$ cat config.mk
export PLATFORM = sky130hd
export DESIGN_NAME = idct_pixel_buffer
export DESIGN_NICKNAME = d
export VERILOG_FILES = /design/src/rtl/idct_pkg.sv /design/src/rtl/pixel_bank_ram.sv /design/src/rtl/idct_pixel_buffer.sv
export SDC_FILE = /design/constraint.sdc
export NUM_CORES = 1
export LEC_CHECK = 0
export BUFFER_PORTS_ARGS = -buffer_cell sky130_fd_sc_hd__buf_4
export CAP_MARGIN = 10
export CORE_MARGIN = 2
export CORE_UTILIZATION = 30
export DETAILED_ROUTE_END_ITERATION = 12
export SLEW_MARGIN = 25
export SYNTH_ARGS = -nofsm -noshare
export SYNTH_HDL_FRONTEND = slang
export SYNTH_HIERARCHICAL = 1
export SYNTH_SLANG_ARGS = --single-unit
export TNS_END_PERCENT = 5
$ cat constraint.sdc
create_clock -name clk -period 8.4 [get_ports clk]
set_input_delay 1.26 -clock clk [delete_from_list [all_inputs] [get_ports clk]]
set_output_delay 1.26 -clock clk [all_outputs]
set_load 0.02 [all_outputs]
$ cat src/rtl/idct_pkg.sv
// Shared constants, bank-state encoding and small helpers for the IDCT pixel buffer.
package idct_pkg;

  localparam int unsigned BLK_PIX = 64;
  localparam int unsigned BLK_DIM = 8;
  localparam int unsigned PIX_W   = 8;
  localparam int unsigned IDCT_W  = 32;
  localparam int unsigned ADDR_W  = $clog2(BLK_PIX);

  typedef enum logic [1:0] {
    BANK_EMPTY    = 2'd0,
    BANK_FILLING  = 2'd1,
    BANK_FULL     = 2'd2,
    BANK_DRAINING = 2'd3
  } bank_state_e;

  // t is IDCT bits [15:8] taken as signed; negatives clamp to zero.
  function automatic logic [PIX_W-1:0] clamp_pix(input logic [PIX_W-1:0] t);
    return t[PIX_W-1] ? '0 : t;
  endfunction

  // Raster index j -> column-major storage address (j%8)*8 + j/8.
  function automatic logic [ADDR_W-1:0] raster_addr(input logic [ADDR_W-1:0] j);
    return {j[2:0], j[5:3]};
  endfunction

endpackage

$ cat src/rtl/pixel_bank_ram.sv
// One 64x8 pixel bank: synchronous write, combinational read.
module pixel_bank_ram
  import idct_pkg::*;
(
  input  logic              clk,
  input  logic              we_i,
  input  logic [ADDR_W-1:0] waddr_i,
  input  logic [PIX_W-1:0]  wdata_i,
  input  logic [ADDR_W-1:0] raddr_i,
  output logic [PIX_W-1:0]  rdata_o
);

  logic [PIX_W-1:0] mem_q [BLK_PIX];

  always_ff @(posedge clk) begin
    if (we_i) begin
      mem_q[waddr_i] <= wdata_i;
    end
  end

  assign rdata_o = mem_q[raddr_i];

endmodule

$ cat src/rtl/idct_pixel_buffer.sv
// Ping-pong transpose buffer: column-major IDCT results in, clamped raster pixels out.
module idct_pixel_buffer #(
  parameter int unsigned BLK_PIX = 64
) (
  input  logic               clk,
  input  logic               rst_n,
  input  logic               in_valid,
  output logic               in_ready,
  input  logic signed [31:0] in_data,
  output logic               out_valid,
  input  logic               out_ready,
  output logic [7:0]         out_pixel,
  output logic               out_sof,
  output logic               out_last
);

  import idct_pkg::*;

  localparam logic [ADDR_W-1:0] LAST_IDX = ADDR_W'(BLK_PIX - 1);

  bank_state_e       bank_q [2];
  bank_state_e       bank_d [2];
  logic              wr_sel_q, wr_sel_d;
  logic              rd_sel_q, rd_sel_d;
  logic [ADDR_W-1:0] wr_cnt_q, wr_cnt_d;
  logic [ADDR_W-1:0] rd_cnt_q, rd_cnt_d;
  logic              in_ready_q, in_ready_d;
  logic              out_valid_q, out_valid_d;
  logic [PIX_W-1:0]  out_pixel_q, out_pixel_d;
  logic              out_sof_q, out_sof_d;
  logic              out_last_q, out_last_d;

  logic              in_hs;
  logic              rd_avail;
  logic              load;
  logic [PIX_W-1:0]  wr_pix;
  logic [ADDR_W-1:0] rd_addr;
  logic [PIX_W-1:0]  rdata0, rdata1;
  logic              unused_in_bits;

  assign unused_in_bits = ^{in_data[31:16], in_data[7:0]};

  assign in_hs    = in_valid && in_ready_q;
  assign wr_pix   = clamp_pix(in_data[15:8]);
  assign rd_addr  = raster_addr(rd_cnt_q);
  assign rd_avail = (bank_q[rd_sel_q] == BANK_FULL) || (bank_q[rd_sel_q] == BANK_DRAINING);
  assign load     = rd_avail && (!out_valid_q || out_ready);

  pixel_bank_ram u_ram0 (
    .clk     (clk),
    .we_i    (in_hs && !wr_sel_q),
    .waddr_i (wr_cnt_q),
    .wdata_i (wr_pix),
    .raddr_i (rd_addr),
    .rdata_o (rdata0)
  );

  pixel_bank_ram u_ram1 (
    .clk     (clk),
    .we_i    (in_hs && wr_sel_q),
    .waddr_i (wr_cnt_q),
    .wdata_i (wr_pix),
    .raddr_i (rd_addr),
    .rdata_o (rdata1)
  );

  always_comb begin
    bank_d[0]   = bank_q[0];
    bank_d[1]   = bank_q[1];
    wr_sel_d    = wr_sel_q;
    rd_sel_d    = rd_sel_q;
    wr_cnt_d    = wr_cnt_q;
    rd_cnt_d    = rd_cnt_q;
    out_valid_d = out_valid_q;
    out_pixel_d = out_pixel_q;
    out_sof_d   = out_sof_q;
    out_last_d  = out_last_q;

    if (in_hs) begin
      wr_cnt_d = wr_cnt_q + 1'b1;
      if (wr_cnt_q == LAST_IDX) begin
        bank_d[wr_sel_q] = BANK_FULL;
        wr_sel_d         = !wr_sel_q;
      end else begin
        bank_d[wr_sel_q] = BANK_FILLING;
      end
    end

    // The bank is released once its last pixel sits in the output register,
    // so a refill overlaps the final handshake and streaming has no bubble.
    if (load) begin
      out_valid_d = 1'b1;
      out_pixel_d = rd_sel_q ? rdata1 : rdata0;
      out_sof_d   = (rd_cnt_q == '0);
      out_last_d  = (rd_cnt_q == LAST_IDX);
      rd_cnt_d    = rd_cnt_q + 1'b1;
      if (rd_cnt_q == LAST_IDX) begin
        bank_d[rd_sel_q] = BANK_EMPTY;
        rd_sel_d         = !rd_sel_q;
      end else begin
        bank_d[rd_sel_q] = BANK_DRAINING;
      end
    end else if (out_ready) begin
      out_valid_d = 1'b0;
      out_sof_d   = 1'b0;
      out_last_d  = 1'b0;
    end

    in_ready_d = (bank_d[wr_sel_d] == BANK_EMPTY) || (bank_d[wr_sel_d] == BANK_FILLING);
  end

  always_ff @(posedge clk) begin
    if (!rst_n) begin
      bank_q[0]   <= BANK_EMPTY;
      bank_q[1]   <= BANK_EMPTY;
      wr_sel_q    <= 1'b0;
      rd_sel_q    <= 1'b0;
      wr_cnt_q    <= '0;
      rd_cnt_q    <= '0;
      in_ready_q  <= 1'b0;
      out_valid_q <= 1'b0;
      out_pixel_q <= '0;
      out_sof_q   <= 1'b0;
      out_last_q  <= 1'b0;
    end else begin
      bank_q[0]   <= bank_d[0];
      bank_q[1]   <= bank_d[1];
      wr_sel_q    <= wr_sel_d;
      rd_sel_q    <= rd_sel_d;
      wr_cnt_q    <= wr_cnt_d;
      rd_cnt_q    <= rd_cnt_d;
      in_ready_q  <= in_ready_d;
      out_valid_q <= out_valid_d;
      out_pixel_q <= out_pixel_d;
      out_sof_q   <= out_sof_d;
      out_last_q  <= out_last_d;
    end
  end

  assign in_ready  = in_ready_q;
  assign out_valid = out_valid_q;
  assign out_pixel = out_pixel_q;
  assign out_sof   = out_sof_q;
  assign out_last  = out_last_q;

endmodule

==> flow_metrics.py, run 1 <==
metrics = {
    "floorplan": {
        "core_area_sq_um": 137000,
        "dieArea_sq_um": 141000,
        "row_count": 136,
        "die_h_um": 376,
        "io_pins": 48,
        "die_x_um": 376,
        "initial_core_util_pct": 30.2,
    },
    "routing": {
        "drc_errors": 0,
        "dr.pass1.iters": 6,
        "ant_nets": 0,
        "vias": 19900,
        "routed_wirelength_um": 90400,
        "drt-initial-drc-count": 1860,
        "vias_per_cell": 4.90,
        "wl_per_cell_um": 22.2,
    },
    "grt": {
        "grt_use_total_pct": 12.7,
        "grt_start_max_net_pins": 131,
        "grt_pass1_wl_um": 135000,
        "antenna_found_initial": 2,
        "grt_overflow": 0,
        "grt_pass1_vias": 20800,
    },
    "critical_path": {
        "crit_type": "reg -> reg",
        "end_kind": "register",
        "critPathLaunchType": "register",
        "crit_required_ps": 8960,
        "cp_max_fo": 104,
        "crit_arrival_ps": 4680,
    },
    "finish": {
        "fillCellCount": 12600,
        "nNetsFinal": 2223,
        "multi_input_area_sq_um": 9980,
        "syn_to_final_growth_pct": 13.9,
        "regArea_sq_um": 31300,
        "drive_above_1_share_pct": 21.8,
    },
    "status": {
        "outcome": "completed",
    },
    "timing": {
        "finalSetupViolCount": 0,
        "slew_headroom_pct": 31.7,
        "fin_crit_sh_pct": 49.1,
        "min_period_ps": 4120,
        "skew_ps": 22.7,
        "hold_viol": 0,
        "maxSlewViolCount": 0,
        "rsz0062_at_grt": "no",
        "finalSetupTns_ps": 0,
        "worst_pin_slew_ps": 1020,
        "fin_ws_ps": 4280,
        "fmax_ghz": 0.242,
    },
    "clock_network": {
        "clock_sinks": 1053,
        "clk_pin_slew_ps": 60,
        "cts_tree": "yes",
        "htree_num_levels": 3,
        "cts_setup_buffers": 0,
        "ctsLongestPathBuffers": 3,
        "insertion_delay_ps": 670,
        "cts_resized": 0,
        "cts_hold_buffers": 0,
        "cts-root-buf": "clkbuf_16",
        "cts_buffers": 98,
    },
    "power_and_ir_drop": {
        "pwr_density_cell_nw_per_um2": 217,
        "p_total_w": 0.0103,
        "vdd_drop_max_v": 0.000163,
        "p_leak_nw": 13.1,
    },
    "yosys": {
        "synth_edf_count": 1024,
        "syn_area_sq_um": 41400,
        "synthFlopType": "edfxtp_1",
        "yosysTopAreaCellShare_pct": 74.2,
        "synthCells": 2016,
        "yosysMostFrequentCell": "edfxtp_1",
        "yosysUniqueCellTypes": 61,
        "synth_common_cells": "1024 x edfxtp_1, 252 x mux4_2, 166 x nor2_1",
        "yosysSeqAreaShare_pct": 75.6,
        "yosys_warnings": 6,
        "syn_avg_cell_area_sq_um": 20.6,
        "ys_ff_latch": 1053,
        "synth_area_leaders": "edfxtp_1 74%, mux4_2 14%, nor2_1 1.5%",
        "synthArstFlopShare_pct": 0,
        "synth_area_leader_cell": "edfxtp_1",
    },
    "place": {
        "gp_congestion": 0.757,
        "io_buffers": 23,
        "dp_slack_ps": 4210,
        "dpl.hpwl_um": 53200,
    },
    "job": {
        "maxCapViolations": 0,
    },
    "min_path": {
        "hold_class": "reg -> reg",
    },
}
-- metal layers --
metal  track usage (%)  wire length [um]
met1              16.8             37500
met2              21.1             44600
met3              2.51              5970
met4              3.89              2210
met5                 0                13
-- worst paths after layout --
| check | from | to | slack [ps] | cells past startpoint |
|---|---|---|---|---|
| worst max register to register | rd_cnt_q[3] | out_pixel[6] | 4280 | 9 |
| worst min register to register | out_pixel[3] | out_pixel[3] | 510 | 1 |
| worst min-delay path | out_pixel[3] | out_pixel[3] | 510 | 1 |
| worst max-delay path | rd_cnt_q[3] | out_pixel[6] | 4280 | 9 |
-- sequential cells by signal, indices dropped and copies added (netlist names), named ones only --
| register | count |
|---|---|
| bank_q | 2 |
| in_ready | 1 |
| out_last | 1 |
| out_pixel | 8 |
| out_sof | 1 |
| out_valid | 1 |
| rd_cnt_q | 6 |
| rd_sel_q | 1 |
| u_ram0/mem_q | 512 |
| u_ram1/mem_q | 512 |
| wr_cnt_q | 6 |
| wr_sel_q | 1 |
-- worst max-delay path: stages, from the launching register on --
cell     delay, ps
dfxtp_4        740
buf_12         630
mux4_2         590
mux2_2         290
o221a_2        280
nor3_1         400
o32ai_1        200
mux2i_1        470
nand2_1        140
o211a_1        180
-- kinds of logic after synthesis --
group | after synthesis | share of synthesized area (%)
DFF | 1053 | 75.6
and+or+nand+nor | 366 | 4.15
muxes | 334 | 15.8
AOI/OAI and AO/OA | 135 | 2.53
buffers and inverters | 114 | 1.65
xor gates and xnor gates | 10 | 0.211
adders and majority gates | 3 | 0.0906
other | 1 | 0.00905
-- cells in the final DEF (no fill, tap or decap), drive strengths merged, types with 8 or more instances in the layout --
cell type	instances
a211oi	8
a21oi	10
a221oi	12
and2	14
buf	49
bufinv	10
clkbuf	125
clkinv	41
conb	128
dfxtp	29
edfxtp	1024
inv	12
mux2	27
mux2i	55
mux4	252
nand2	52
nand2b	15
nand3	32
nor2	167
nor2b	37
nor3	16
o211a	8
o21ai	12
o221ai	16
o22ai	16
-- cell type report --
class,count,area share [%]
sequential,1053,66.4
antenna,1,0.00530
clock buffer,125,5.54
timing repair buffer,49,0.893
tap,1794,4.76
multi-input combinational,976,21.2
inverter,6,0.0477
clock inverter,58,1.18
-- power by group --
part | internal (W) | switching, W
clock network | 0.00251 | 0.00186
registers | 0.00576 | 0.00000481
logic | 0.0000190 | 0.0000996
-- per-stage QoR --
stage | std cells | utilization [%] | area [sq um] | hold WS [ps]
finish | 4062 | 34.4 | 47200 | 514
global placement | 3878 | 32.0 | 44000 | 487
CTS | 4061 | 34.4 | 47200 | 511
detailed placement | 3878 | 32.1 | 44000 | 489
global route | 4061 | 34.4 | 47200 | 529
floorplan | 2143 | - | 41900 | 483
No activity file was read; power rests on OpenSTA's default activity.
==> inputs of run 2 (changes only) <==
==> constraint.sdc (replaced) <==
create_clock -name clk -period 3.85 [get_ports clk]
set_input_delay 0.5775 -clock clk [delete_from_list [all_inputs] [get_ports clk]]
set_output_delay 0.5775 -clock clk [all_outputs]
set_load 0.02 [all_outputs]
==> run 2 against run 1 <==
  * Final area up 2.6%
  * Clock power up 130%
  * Sequential power up 120%
  * Critical path depth down 1
  * Final cell count up 2.7%
  * Worst setup slack worse by 3700 ps
  * Clock-buffer cell count down 1
  * Die area unchanged
  * Register-to-register slack worse by 3700 ps
  * Via count up 2.0%
==> flow_metrics.py, run 2 (same netlist as run 1, synthesis figures left out) <==
metrics = {
    "status": {
        "outcome": "completed",
    },
    "timing": {
        "hold_viol": 0,
        "fin_crit_sh_pct": 86.3,
        "fin_ws_ps": 528,
        "finalSetupTns_ps": 0,
        "slew_headroom_pct": 32.6,
        "skew_ps": 26.7,
        "fmax_ghz": 0.301,
        "worst_pin_slew_ps": 1010,
        "min_period_ps": 3320,
        "rsz0062_at_grt": "no",
        "maxSlewViolCount": 0,
        "finalSetupViolCount": 0,
        "whs_ps": 233,
    },
    "floorplan": {
        "die_x_um": 376,
        "row_count": 136,
        "die_h_um": 376,
        "io_pins": 48,
        "core_area_sq_um": 137000,
        "dieArea_sq_um": 141000,
        "initial_core_util_pct": 30.2,
    },
    "power_and_ir_drop": {
        "swShare_pct": 19.2,
        "seqPwrFrac_pct": 54.9,
        "p_comb_share_pct": 1.2,
        "p_leak_nw": 13.8,
        "intPower_w": 0.0185,
        "vdd_drop_max_v": 0.000380,
        "power.switching_w": 0.00440,
        "clkPwrFrac_pct": 43.9,
        "pwr_density_cell_nw_per_um2": 473,
        "p_total_w": 0.0229,
    },
    "place": {
        "io_buffers": 23,
        "gp_congestion": 0.795,
        "dpl.hpwl_um": 58100,
        "dp_slack_ps": 542,
    },
    "clock_network": {
        "cts_buffers": 102,
        "htree_num_levels": 3,
        "cts_resized": 0,
        "insertion_delay_ps": 660,
        "cts_hold_buffers": 0,
        "cts-root-buf": "clkbuf_16",
        "clk_pin_slew_ps": 70,
        "ctsLongestPathBuffers": 3,
        "cts_setup_buffers": 0,
        "cts_tree": "yes",
        "clock_sinks": 1053,
    },
    "critical_path": {
        "critPathLaunchType": "register",
        "cp_max_fo": 51,
        "crit_arrival_ps": 3880,
        "crit_type": "reg -> reg",
        "crit_required_ps": 4410,
        "end_kind": "register",
    },
    "finish": {
        "fillCellCount": 12500,
        "drive_above_1_share_pct": 25.6,
        "nNetsFinal": 2334,
        "syn_to_final_growth_pct": 16.9,
        "final_common_cell": "edfxtp_1",
        "most-common-layout-cells": "1024 x edfxtp_1, 252 x mux4_2, 166 x nor2_1",
        "antennaDiodeCount": 0,
    },
    "routing": {
        "vias": 20300,
        "wl_per_cell_um": 22.2,
        "vias_per_cell": 4.86,
        "dr.pass1.iters": 5,
        "ant_nets": 0,
        "drt-initial-drc-count": 2032,
        "routed_wirelength_um": 92700,
        "drc_errors": 0,
    },
    "grt": {
        "antenna_found_initial": 4,
        "grt_pass1_vias": 20900,
        "grt_start_max_net_pins": 129,
        "grt_pass1_wl_um": 137000,
        "grt_overflow": 0,
        "grt_use_total_pct": 13.0,
    },
    "job": {
        "maxCapViolations": 0,
    },
    "min_path": {
        "hold_class": "in -> reg",
    },
}
run 2: cell count changes in the layout (fill, tap and decap cells not counted), sizes merged:
cell,change
buf,+107
bufinv,+4
clkbuf,-1
clkinv,-3
clkinvlp,+7
diode,-1
inv,-2
run 2: layout make-up:
type | instances | area, sq um | share of cell area, %
flip-flops and latches | 1053 | 31300 | 64.7
clock buffers | 124 | 2680 | 5.53
repair buffers | 156 | 1480 | 3.05
multi-input cells | 976 | 9960 | 20.6
clock inverters | 64 | 708 | 1.46
inverters | 6 | 22.5 | 0.0465
well taps | 1794 | 2240 | 4.63
run 2: critical path, stage by stage, from the launching register on:
cell and delay, ps:
dfxtp_4 980, buf_4 400, nor2b_1 260, a22oi_1 150, a221oi_1 760, o2bb2ai_1 240, mux2i_1 180, nand2_1 70
o211a_1 160
run 2: power groups by stage:
stage          clock [W]  combinational, W  sequential, W
4_1_cts           0.0103          0.000277         0.0126
3_3_place_gp           0          0.000261         0.0128
2_1_floorplan          0          0.000120         0.0128
6_report          0.0101          0.000279         0.0126
5_1_grt           0.0107          0.000311         0.0126
3_5_place_dp           0          0.000278         0.0128
run 2: stage by stage:
step,instance area (sq um),instances,utilization [%]
after floorplan,41900,2143,-
after global placement,45000,3983,32.8
after detailed placement,45000,3983,32.8
after CTS,48400,4171,35.2
after global routing,48400,4173,35.3
final,48400,4173,35.3
run 2: path summary, 6_finish.rpt:
check,start,to,slack [ps],cells after the start
setup / recovery,rd_cnt_q[5],out_pixel[0],530,8
hold / removal,out_ready,out_last,230,3
setup reg to reg,rd_cnt_q[5],out_pixel[0],530,8
hold reg to reg,out_pixel[2],out_pixel[2],510,1
run 2: metal layers:
metal	track usage [%]	wire, um
met5	0	24
met4	4.02	2220
met3	2.96	7230
met2	21.1	44500
met1	17.4	38700
==> inputs of run 3 (changes only) <==
--- a/config.mk
+++ b/config.mk
@@ -9,7 +9,9 @@
 export CAP_MARGIN = 10
 export CORE_MARGIN = 2
 export CORE_UTILIZATION = 30
+export CTS_CLUSTER_SIZE = 40
 export DETAILED_ROUTE_END_ITERATION = 12
+export REMOVE_ABC_BUFFERS = 1
 export SLEW_MARGIN = 25
 export SYNTH_ARGS = -nofsm -noshare
 export SYNTH_HDL_FRONTEND = slang
==> run 3 against run 2 <==
  * Final cell count up 0.69%
  * Clock-buffer cell count rose by 3
  * Global-route usage rose by 0.085 points
  * Worst hold slack worse by 14 ps
  * Die area unchanged
  * Register-to-register slack got worse by 350 ps
  * Sequential share of layout area fell by 0.29 points
  * Non-clock buffer count is 29 higher
  * Sequential power hardly changed
  * Critical path type unchanged
  * Largest cell class unchanged
==> flow_metrics.py, run 3 (same netlist as run 1, synthesis figures left out) <==
metrics = {
    "status": {
        "outcome": "completed",
    },
    "critical_path": {
        "crit_chain": "buf_12 -> buf_12 -> mux4_2 -> nor2b_1 -> a2111oi_0 -> buf_4 -> o41ai_1 -> mux2i_1 -> nand2_1 -> o211a_1",
        "end_kind": "register",
        "critPathLaunchType": "register",
        "slowest_stage": "a2111oi_0",
        "cpPeakStageDelay_ps": 810,
        "crit_required_ps": 4410,
        "crit_type": "reg -> reg",
        "cpMostUsedCell": "buf_12",
        "cp_max_fo": 44,
        "crit_arrival_ps": 4230,
    },
    "clock_network": {
        "cts_tree": "yes",
        "insertion_delay_ps": 660,
        "cts-root-buf": "clkbuf_16",
        "cts_hold_buffers": 0,
        "cts_setup_buffers": 0,
        "clock_sinks": 1053,
        "ctsLongestPathBuffers": 3,
        "cts_resized": 0,
        "cts_buffers": 102,
        "htree_num_levels": 3,
        "clk_pin_slew_ps": 60,
    },
    "finish": {
        "final_core_util_pct": 35.4,
        "fin_cells": 4202,
        "syn_to_final_growth_pct": 17.4,
        "nNetsFinal": 2363,
        "final_cell_area_sq_um": 48700,
        "regArea_sq_um": 31300,
        "most-common-layout-cells": "1024 x edfxtp_1, 252 x mux4_2, 166 x nor2_1",
        "final_common_cell": "edfxtp_1",
        "multi_input_area_sq_um": 9960,
        "drive_above_1_share_pct": 26.5,
        "fillCellCount": 12600,
    },
    "timing": {
        "whs_ps": 219,
        "finalSetupTns_ps": 0,
        "min_period_ps": 3670,
        "rsz0062_at_grt": "no",
        "finalSetupViolCount": 0,
        "skew_ps": 22.9,
        "worst_pin_slew_ps": 1040,
        "slew_headroom_pct": 30.3,
        "hold_viol": 0,
        "fin_crit_sh_pct": 95.4,
        "maxSlewViolCount": 0,
        "fmax_ghz": 0.272,
    },
    "routing": {
        "wl_per_cell_um": 22.1,
        "ant_nets": 0,
        "drt-initial-drc-count": 2076,
        "routed_wirelength_um": 93000,
        "dr.pass1.iters": 7,
        "drc_errors": 0,
        "vias_per_cell": 4.88,
        "vias": 20500,
    },
    "floorplan": {
        "dieArea_sq_um": 141000,
        "io_pins": 48,
        "die_x_um": 376,
        "core_area_sq_um": 137000,
        "initial_core_util_pct": 30.2,
        "die_h_um": 376,
        "row_count": 136,
    },
    "grt": {
        "grt_pass1_wl_um": 139000,
        "grt_start_max_net_pins": 129,
        "antenna_found_initial": 5,
        "grt_pass1_vias": 21300,
        "grt_overflow": 0,
        "grt_use_total_pct": 13.1,
    },
    "place": {
        "gp_congestion": 0.806,
        "place_inst": 4014,
        "dpl.hpwl_um": 58600,
        "placed_area_sq_um": 45200,
        "io_buffers": 23,
    },
    "job": {
        "maxCapViolations": 0,
    },
    "min_path": {
        "hold_class": "in -> reg",
    },
    "power_and_ir_drop": {
        "vdd_drop_max_v": 0.000335,
        "pwr_density_cell_nw_per_um2": 473,
        "p_leak_nw": 14.0,
    },
}
## run 3: power breakdown
group	internal, W	switching (W)	leakage, nW
combinational	0.0000602	0.000224	3.63
sequential	0.0126	0.00000876	8.66
clock	0.00601	0.00415	1.68
total	0.0186	0.00439	14.0
## run 3: metrics by stage
| step | total power (W) | setup WS (ps) |
|---|---|---|
| 2_1_floorplan | 0.0130 | -8560 |
| 3_3_place_gp | 0.0131 | 94.6 |
| 3_5_place_dp | 0.0131 | 80.4 |
| 4_1_cts | 0.0232 | 56.3 |
| 5_1_grt | 0.0237 | 18.3 |
| 6_report | 0.0230 | 178 |
## run 3: per-layer routing
metal	up-vias	share of wire, %	track usage [%]
met5	-	0.053	0
met4	8	1.9	3.61
met3	127	6.6	2.24
met2	686	49	21.5
met1	10800	43	18.0
li1	8838	-	-
## run 3: path summary, 6_finish.rpt
kind,start,to,slack (ps),depth (start not counted)
setup / recovery,rd_cnt_q[3],out_pixel[3],180,10
hold / removal,out_ready,out_last,220,3
setup reg to reg,rd_cnt_q[3],out_pixel[3],180,10
hold reg to reg,out_pixel[0],out_pixel[0],510,1
## run 3: cell type report
type,count,area share (%)
flip-flops and latches,1053,64.4
multi-input cells,976,20.5
clock buffers,127,5.67
well taps,1794,4.61
repair buffers,185,3.42
clock inverters,60,1.35
inverters,6,0.0463
diodes,1,0.00514
## run 3: worst max-delay path: cells and delay by family (launching register included)
kind / cells / cell delay (ps)
flops: 1 / 370
compound gates: 3 / 1110
simple gates: 2 / 250
mux: 2 / 1000
buf+inv: 3 / 780
